`config.mk`:
```
export PLATFORM = sky130hd
export DESIGN_NAME = word_sel_mux
export DESIGN_NICKNAME = d
export VERILOG_FILES = /design/src/rtl/word_sel_pkg.sv /design/src/rtl/word_sel_skid.sv /design/src/rtl/word_sel_mux.sv
export SDC_FILE = /design/constraint.sdc
export NUM_CORES = 1
export LEC_CHECK = 0
export ABC_AREA = 1
export CAP_MARGIN = 20
export CORE_MARGIN = 5
export CORE_UTILIZATION = 45
export CTS_CLUSTER_SIZE = 25
export DETAILED_ROUTE_END_ITERATION = 10
export PLACE_DENSITY = 0.77
export SLEW_MARGIN = 20
export SYNTH_ARGS = -nofsm -noshare
export SYNTH_HDL_FRONTEND = slang
export SYNTH_HIERARCHICAL = 1
export SYNTH_SLANG_ARGS = --single-unit
```
`constraint.sdc`:
```
create_clock -name clk -period 2.25 [get_ports clk]
set_input_delay 0.45 -clock clk [delete_from_list [all_inputs] [get_ports clk]]
set_output_delay 0.45 -clock clk [all_outputs]
set_load 0.01 [all_outputs]
```
`src/rtl/word_sel_pkg.sv`:
```
// Shared definitions for the word select mux: mode encodings and round-robin wrap helper.
package word_sel_pkg;

  localparam logic MODE_FIXED = 1'b0;
  localparam logic MODE_RR    = 1'b1;

  // Index following idx in a ring of nch channels.
  function automatic int rr_next(input int idx, input int nch);
    return (idx + 1 >= nch) ? 0 : idx + 1;
  endfunction

endpackage

```
`src/rtl/word_sel_skid.sv`:
```
// One-entry skid plus output register with valid/ready.
// A push while the output is stalled parks the word in the skid slot, which drains first.
module word_sel_skid #(
  parameter int DW = 9
) (
  input  logic          clk,
  input  logic          rst_n,
  input  logic          in_push,
  input  logic [DW-1:0] in_word,
  input  logic          out_ready,
  output logic          out_valid,
  output logic [DW-1:0] out_word,
  output logic          skid_valid
);

  logic          out_valid_q, out_valid_d;
  logic [DW-1:0] out_word_q, out_word_d;
  logic          skid_valid_q, skid_valid_d;
  logic [DW-1:0] skid_word_q, skid_word_d;

  always_comb begin
    out_valid_d  = out_valid_q;
    out_word_d   = out_word_q;
    skid_valid_d = skid_valid_q;
    skid_word_d  = skid_word_q;
    if (!out_valid_q || out_ready) begin
      // Skid word is older than any new push, so it always goes out first.
      if (skid_valid_q) begin
        out_valid_d  = 1'b1;
        out_word_d   = skid_word_q;
        skid_valid_d = 1'b0;
      end else if (in_push) begin
        out_valid_d = 1'b1;
        out_word_d  = in_word;
      end else begin
        out_valid_d = 1'b0;
      end
    end else if (in_push) begin
      skid_valid_d = 1'b1;
      skid_word_d  = in_word;
    end
  end

  always_ff @(posedge clk) begin
    if (!rst_n) begin
      out_valid_q  <= 1'b0;
      out_word_q   <= '0;
      skid_valid_q <= 1'b0;
      skid_word_q  <= '0;
    end else begin
      out_valid_q  <= out_valid_d;
      out_word_q   <= out_word_d;
      skid_valid_q <= skid_valid_d;
      skid_word_q  <= skid_word_d;
    end
  end

  assign out_valid  = out_valid_q;
  assign out_word   = out_word_q;
  assign skid_valid = skid_valid_q;

endmodule

```
`src/rtl/word_sel_mux.sv`:
```
// NCH-to-1 word selector (fixed index or round-robin) feeding a registered skid output.
// Define WORD_SEL_PARITY_EN to add an out_par port carrying even parity of out_data.
module word_sel_mux
  import word_sel_pkg::*;
#(
  parameter int WIDTH = 8,
  parameter int NCH   = 2,
  localparam int SEL_W = $clog2(NCH)
) (
  input  logic                 clk,
  input  logic                 rst_n,
  input  logic [NCH*WIDTH-1:0] in_data,
  input  logic [NCH-1:0]       in_valid,
  output logic [NCH-1:0]       in_ready,
  input  logic                 mode,
  input  logic [SEL_W-1:0]     sel,
  output logic [WIDTH-1:0]     out_data,
  output logic [SEL_W-1:0]     out_chan,
  output logic                 out_valid,
`ifdef WORD_SEL_PARITY_EN
  output logic                 out_par,
`endif
  input  logic                 out_ready
);

`ifdef WORD_SEL_PARITY_EN
  localparam int DW = WIDTH + SEL_W + 1;
`else
  localparam int DW = WIDTH + SEL_W;
`endif

  logic [SEL_W-1:0]   ptr_q, ptr_d;
  logic               grant_any;
  logic [SEL_W-1:0]   grant_idx;
  logic [2*NCH-1:0]   rot;
  logic [NCH-1:0]     rot_low;
  int                 off;
  int                 gi;
  logic               skid_valid;
  logic               xfer;
  logic [WIDTH-1:0]   word;
  logic [DW-1:0]      push_word;
  logic [DW-1:0]      out_word;

  always_comb begin
    grant_any = 1'b0;
    grant_idx = '0;
    off       = 0;
    gi        = 0;
    rot       = {in_valid, in_valid} >> ptr_q;
    rot_low   = rot[NCH-1:0];
    if (mode == MODE_FIXED) begin
      for (int i = 0; i < NCH; i++) begin
        if (sel == SEL_W'(i) && in_valid[i]) begin
          grant_any = 1'b1;
          grant_idx = SEL_W'(i);
        end
      end
    end else begin
      // rot_low[j] is channel (ptr + j) mod NCH; the smallest set j wins.
      for (int j = NCH - 1; j >= 0; j--) begin
        if (rot_low[j]) begin
          grant_any = 1'b1;
          off       = j;
        end
      end
      gi = int'(ptr_q) + off;
      if (gi >= NCH) gi = gi - NCH;
      grant_idx = SEL_W'(gi);
    end
  end

  assign xfer = rst_n & grant_any & ~skid_valid;

  always_comb begin
    in_ready = '0;
    word     = '0;
    for (int i = 0; i < NCH; i++) begin
      if (grant_idx == SEL_W'(i)) begin
        in_ready[i] = xfer;
        word        = in_data[i*WIDTH +: WIDTH];
      end
    end
  end

  always_comb begin
    ptr_d = ptr_q;
    if (xfer && mode == MODE_RR) ptr_d = SEL_W'(rr_next(int'(grant_idx), NCH));
  end

  always_ff @(posedge clk) begin
    if (!rst_n) ptr_q <= '0;
    else        ptr_q <= ptr_d;
  end

`ifdef WORD_SEL_PARITY_EN
  assign push_word = {^word, grant_idx, word};
  assign out_par   = out_word[DW-1];
`else
  assign push_word = {grant_idx, word};
`endif

  word_sel_skid #(.DW(DW)) u_skid (
    .clk        (clk),
    .rst_n      (rst_n),
    .in_push    (xfer),
    .in_word    (push_word),
    .out_ready  (out_ready),
    .out_valid  (out_valid),
    .out_word   (out_word),
    .skid_valid (skid_valid)
  );

  assign out_data = out_word[WIDTH-1:0];
  assign out_chan = out_word[WIDTH +: SEL_W];

endmodule

```
Word level (Yosys, flattened, before mapping):

Index checks and enable logic that the tools add are counted.

* add/subtract/negate cells: 3
* $lt $le $gt $ge: 2
* shift-type cells: 1
* multiplexer cells: 19
* bitwise gates (word level): 6
* reduce and logical (&&, ||, !) cells: 9

Operators by type and width (count)
* 2-to-1 mux 32 bit: 2
* adder 2 x 32 -> 32 bit: 1
* greater-or-equal comparator 32 x 3 -> 1 bit, second input constant: 1
* 2-to-1 mux 9 bit: 2
* 2-to-1 mux 1 bit: 14
* 2-to-1 mux 8 bit: 1
* inverter 1 bit: 4
* AND reduction 2 bit: 2
* right shift 4 x 1 -> 2 bit: 1
* logical AND 1 bit: 3
* adder 1 x 1 -> 2 bit, second input constant: 1
* bitwise AND 1 bit: 2
* greater-or-equal comparator 2 bit, second input constant: 1
* nonzero test 2 bit: 1
* OR reduction 2 bit: 1
* logical NOT 1 bit: 1
* logical OR 1 bit: 1
* subtractor 1 bit, second input constant: 1

* register bits after elaboration: 21
* bits of input ports: 23
* output and inout port bits: 12
* logic and storage cells: 45

Longest topological paths before layout:

* word-level depth: 11
* mapped depth: 12

Hierarchy:

The synthesis kept the hierarchy.

Modules (own cells, without submodules)
* word_sel_skid: times used 1, cells each 136, area an instance 1026.0 um^2, sequential area each 400.4 um^2
* word_sel_mux: times used 1, cells each 52, area an instance 235.2 um^2, sequential area each 20.0 um^2

Worst setup path before layout:

No wires, ideal clock.

* path type: input to output
* start: input port sel
* end: output port in_ready[0]
* arrival time: 985 ps
* path slack: 815 ps
* cell stages on the path: 6
* path buffers: 1
* path through: inv_1 -> nand2_2 -> nand3_1 -> nand2_2 -> buf_6 -> nor2_1

* elaborated cells between the ends (all ways): 11
* classes of those cells: 6 x mux; 3 x bitwise; 2 x reduce/logical

RTL lines
* start, declared: RTL line word_sel_mux.sv:16 `input logic [SEL_W-1:0] sel,`
* logical AND 1 bit: RTL line word_sel_mux.sv:54 `if (sel == SEL_W'(i) && in_valid[i]) begin`
* 2-to-1 mux 1 bit: RTL line word_sel_mux.sv:54
* 2-to-1 mux 1 bit: RTL line word_sel_mux.sv:52 `if (mode == MODE_FIXED) begin`
* via grant_idx: RTL line word_sel_mux.sv:34 `logic [SEL_W-1:0] grant_idx;`
* 2-to-1 mux 1 bit: RTL line word_sel_mux.sv:79 `if (grant_idx == SEL_W'(i)) begin`
* end, declared: RTL line word_sel_mux.sv:14 `output logic [NCH-1:0] in_ready,`

The timed path passes the listed nets, and every way through them passes these cells.

Worst setup path in the final report:

* start: input port sel
* end: output port in_ready[1]

* word-level cells in the longest chain between the ends: 8
* elaborated cells between the ends (all ways): 11
* classes of those cells: 6 x mux; 3 x bitwise; 2 x reduce/logical

RTL lines
* inverter 1 bit: RTL line word_sel_mux.sv:54
* logical AND 1 bit: RTL line word_sel_mux.sv:54
* 2-to-1 mux 1 bit (2 in a row): RTL line word_sel_mux.sv:54
* 2-to-1 mux 1 bit: RTL line word_sel_mux.sv:52
* bitwise AND 1 bit (2 in a row): RTL line word_sel_mux.sv:73 `assign xfer = rst_n & grant_any & ~skid_valid;`
* 2-to-1 mux 1 bit *: RTL line word_sel_mux.sv:79

Every way passes the cells marked *; elsewhere a longest branch is shown, timed or not.

==> impl_metrics.yaml <==
routing:
  drt_wl_total_um: 2780
  drt-wirelength-per-cell_um: 10.8
  drc: 0
  vias: 1246
  drtPass1Iterations: 4
  viasPerCell: 4.83
  ant_nets: 0
  drt_iter0_drc: 48
clock_network:
  clock_path_buffers: 2
  cts_buffers: 3
  clk_pin_slew_worst_paths_ps: 120
  postCtsHoldBufs: 0
  cts_root_buf: "clkbuf_4"
  cts_max_level: 1
  clock_sinks: 21
  clk-insertion-delay-late_ps: 300
  cts_tree: "yes"
  postCtsSetupBuffers: 0
critical_path:
  path_max_fanout: 3
  cpLargestDelayFamily: "buffers and inverters"
  setup.worst_path.end_class: "output port"
  r2r-start: "u_skid/skid_valid"
  crit_top_cell: "nand2_1"
  slowest_stage: "clkdlybuf4s50_1"
  arrival_ps: 1640
  critical_path_required_ps: 1800
  rrSetupSlack_ps: 850
  crit_cells: 8
  cp_slowest_stage_delay_ps: 490
  r2r_cells: 10
  worst_setup_path_start_kind: "primary input"
  worstPathCellList: "clkdlybuf4s50_1 -> inv_1 -> nand2_2 -> nand2_1 -> nand2_1 -> nand2_1 -> nor2_1 -> dlygate4sd2_1"
  path_class: "in2out"
  timing.rr.end: "u_skid/out_word[1]"
  crit_buf_inv: 3
finish:
  final_layout_size_suffix_gt1_share_pct: 18.5
  layout_commonest_cell: "nand2_1"
  final_cell_mix: "nand2_1 (78), clkdlybuf4s50_1 (31), dfxtp_1 (21)"
  fillers: 283
  area_growth_pct: 32.0
  antenna_cells: 0
  fin_nets: 251
synth:
  yosysSeqAreaShare_pct: 33.3
  synth_top_cell_by_area: "dfxtp_1"
  synth.area.top_cells: "dfxtp_1 (33%), nand2_1 (23%), nand2_2 (5.5%)"
  synth_top_cell_area_share_pct: 33.3
  synth_area_sq_mm: 0.00126
  synth_seq_cells: 21
  synthCells: 188
  avgSynthCellArea_sq_um: 6.71
  yosysWarnings: 6
  yosysUniqueCellTypes: 20
  synth_fp_nets: 211
sta:
  fin_ws_ps: 160
  worstMarginPinSlew_ps: 398
  setup_viol: 0
  fin_skew_ps: 7.09
  max_freq_mhz: 478
  rsz0062_at_grt: "no"
  slew-limit-headroom_pct: 73.5
  setup_tns_ps: 0
  hold_viol: 0
  whs_ps: 469
  report.final.slew_viol_count: 0
  period_needed_ps: 2090
  min_period_over_period_pct: 92.9
floorplan:
  ioPinCount: 35
  core.rowCount: 19
  fp.dieW_um: 62.9
  initial_core_util_pct: 46.5
  die_area_sq_mm: 0.00396
  die_h_um: 62.9
  core_sq_mm: 0.00271
pwr:
  p_leak_nw: 0.789
  ir_worst_vdd_mv: 0.295
  power_density_mw_per_mm2: 508
global_route:
  first_global_vias: 1091
  track_usage_pct: 14.3
  grt_max_degree: 21
  grt_pass1_wl_um: 4680
  antenna_found_initial: 0
  overflow: 0
min_path:
  hold_depth: 2
  hp-start: "u_skid/skid_word_q[3]"
  hold_class: "reg2reg"
  whs_endpoint: "u_skid/skid_word_q[3]"
status:
  outcome: "completed"
placed_design:
  preCtsSetupSlack_ps: -157
  routabilityCongestion: 0.791
  hpwlAfterDp_um: 2060
  portBuffers: 34
job:
  maxCapViolCount: 0
==> tightest hold or removal path, stage by stage, from the launching register on <==
cell and delay, ps:
dfxtp_1 330, nand2_1 60, a21boi_1 50
==> flip-flops by register name (all words and copies together) (netlist names) <==
signal              count
u_skid/out_word         9
u_skid/skid_word_q      9
ptr_q                   1
u_skid/out_valid        1
u_skid/skid_valid       1
==> routing by layer <==
metal  vias to the layer above  track usage [%]  part of all wire [%]
met1                       550             17.6                    45
met2                        35             24.5                    48
met3                         4             1.62                   5.9
li1                        657                -                     -
met4                         0             6.37                   1.1
met5                         -                0                     0
==> synth_stat cells (all sizes together) <==
cell and count:
a21boi 10, inv 20, buf 6, dfxtp 21, nand2 92, nand4 9, clkbuf 2, o21bai 1
nor2 23, nand3 4
==> area by class of cell <==
cell class,instances,area [sq um],share of cell area (%)
inverter,20,82.6,4.96
multi-input combinational,139,693,41.6
clock buffer,4,26.3,1.58
tap,31,38.8,2.33
sequential,21,420,25.2
timing repair buffer,43,404,24.3
==> logic make-up after synthesis <==
family          count (synthesis)  share of synthesized area [%]
buf+inv                        28                           11.7
simple gates                  128                           47.8
compound gates                 11                           7.14
flops                          21                           33.3
==> per-stage QoR <==
step           total power [W]  cells  instance area (sq um)  util, %
2_1_floorplan         0.000568    188                   1260        -
3_3_place_gp          0.000669    254                   1640     60.6
3_5_place_dp          0.000674    254                   1640     60.6
4_1_cts               0.000850    258                   1670     61.4
5_1_grt               0.000898    258                   1670     61.4
6_report              0.000845    258                   1670     61.4
==> worst max-delay path by stage <==
| stage | startpoint | to | slack (ps) |
|---|---|---|---|
| finish | sel | in_ready[1] | 160 |
| global route | sel | in_ready[1] | 30 |
| CTS | sel | in_ready[1] | 170 |
| detailed placement | mode | in_ready[1] | -160 |
| global placement | mode | in_ready[1] | -120 |
| floorplan | sel | in_ready[0] | 810 |
==> power breakdown <==
part           switching (W)  total (W)  internal, W  leakage, nW
registers         0.00000882   0.000401     0.000393        0.172
logic               0.000135   0.000261     0.000126        0.603
clock network       0.000113   0.000183    0.0000691       0.0150
total               0.000258   0.000845     0.000588        0.789
==> what timing repair did <==
action,in CTS,in global routing
endpoints found under the hold margin,0,0
gates resized for setup,3,0
endpoints found under the setup margin,2,0
No activity file was read; power rests on OpenSTA's default activity.
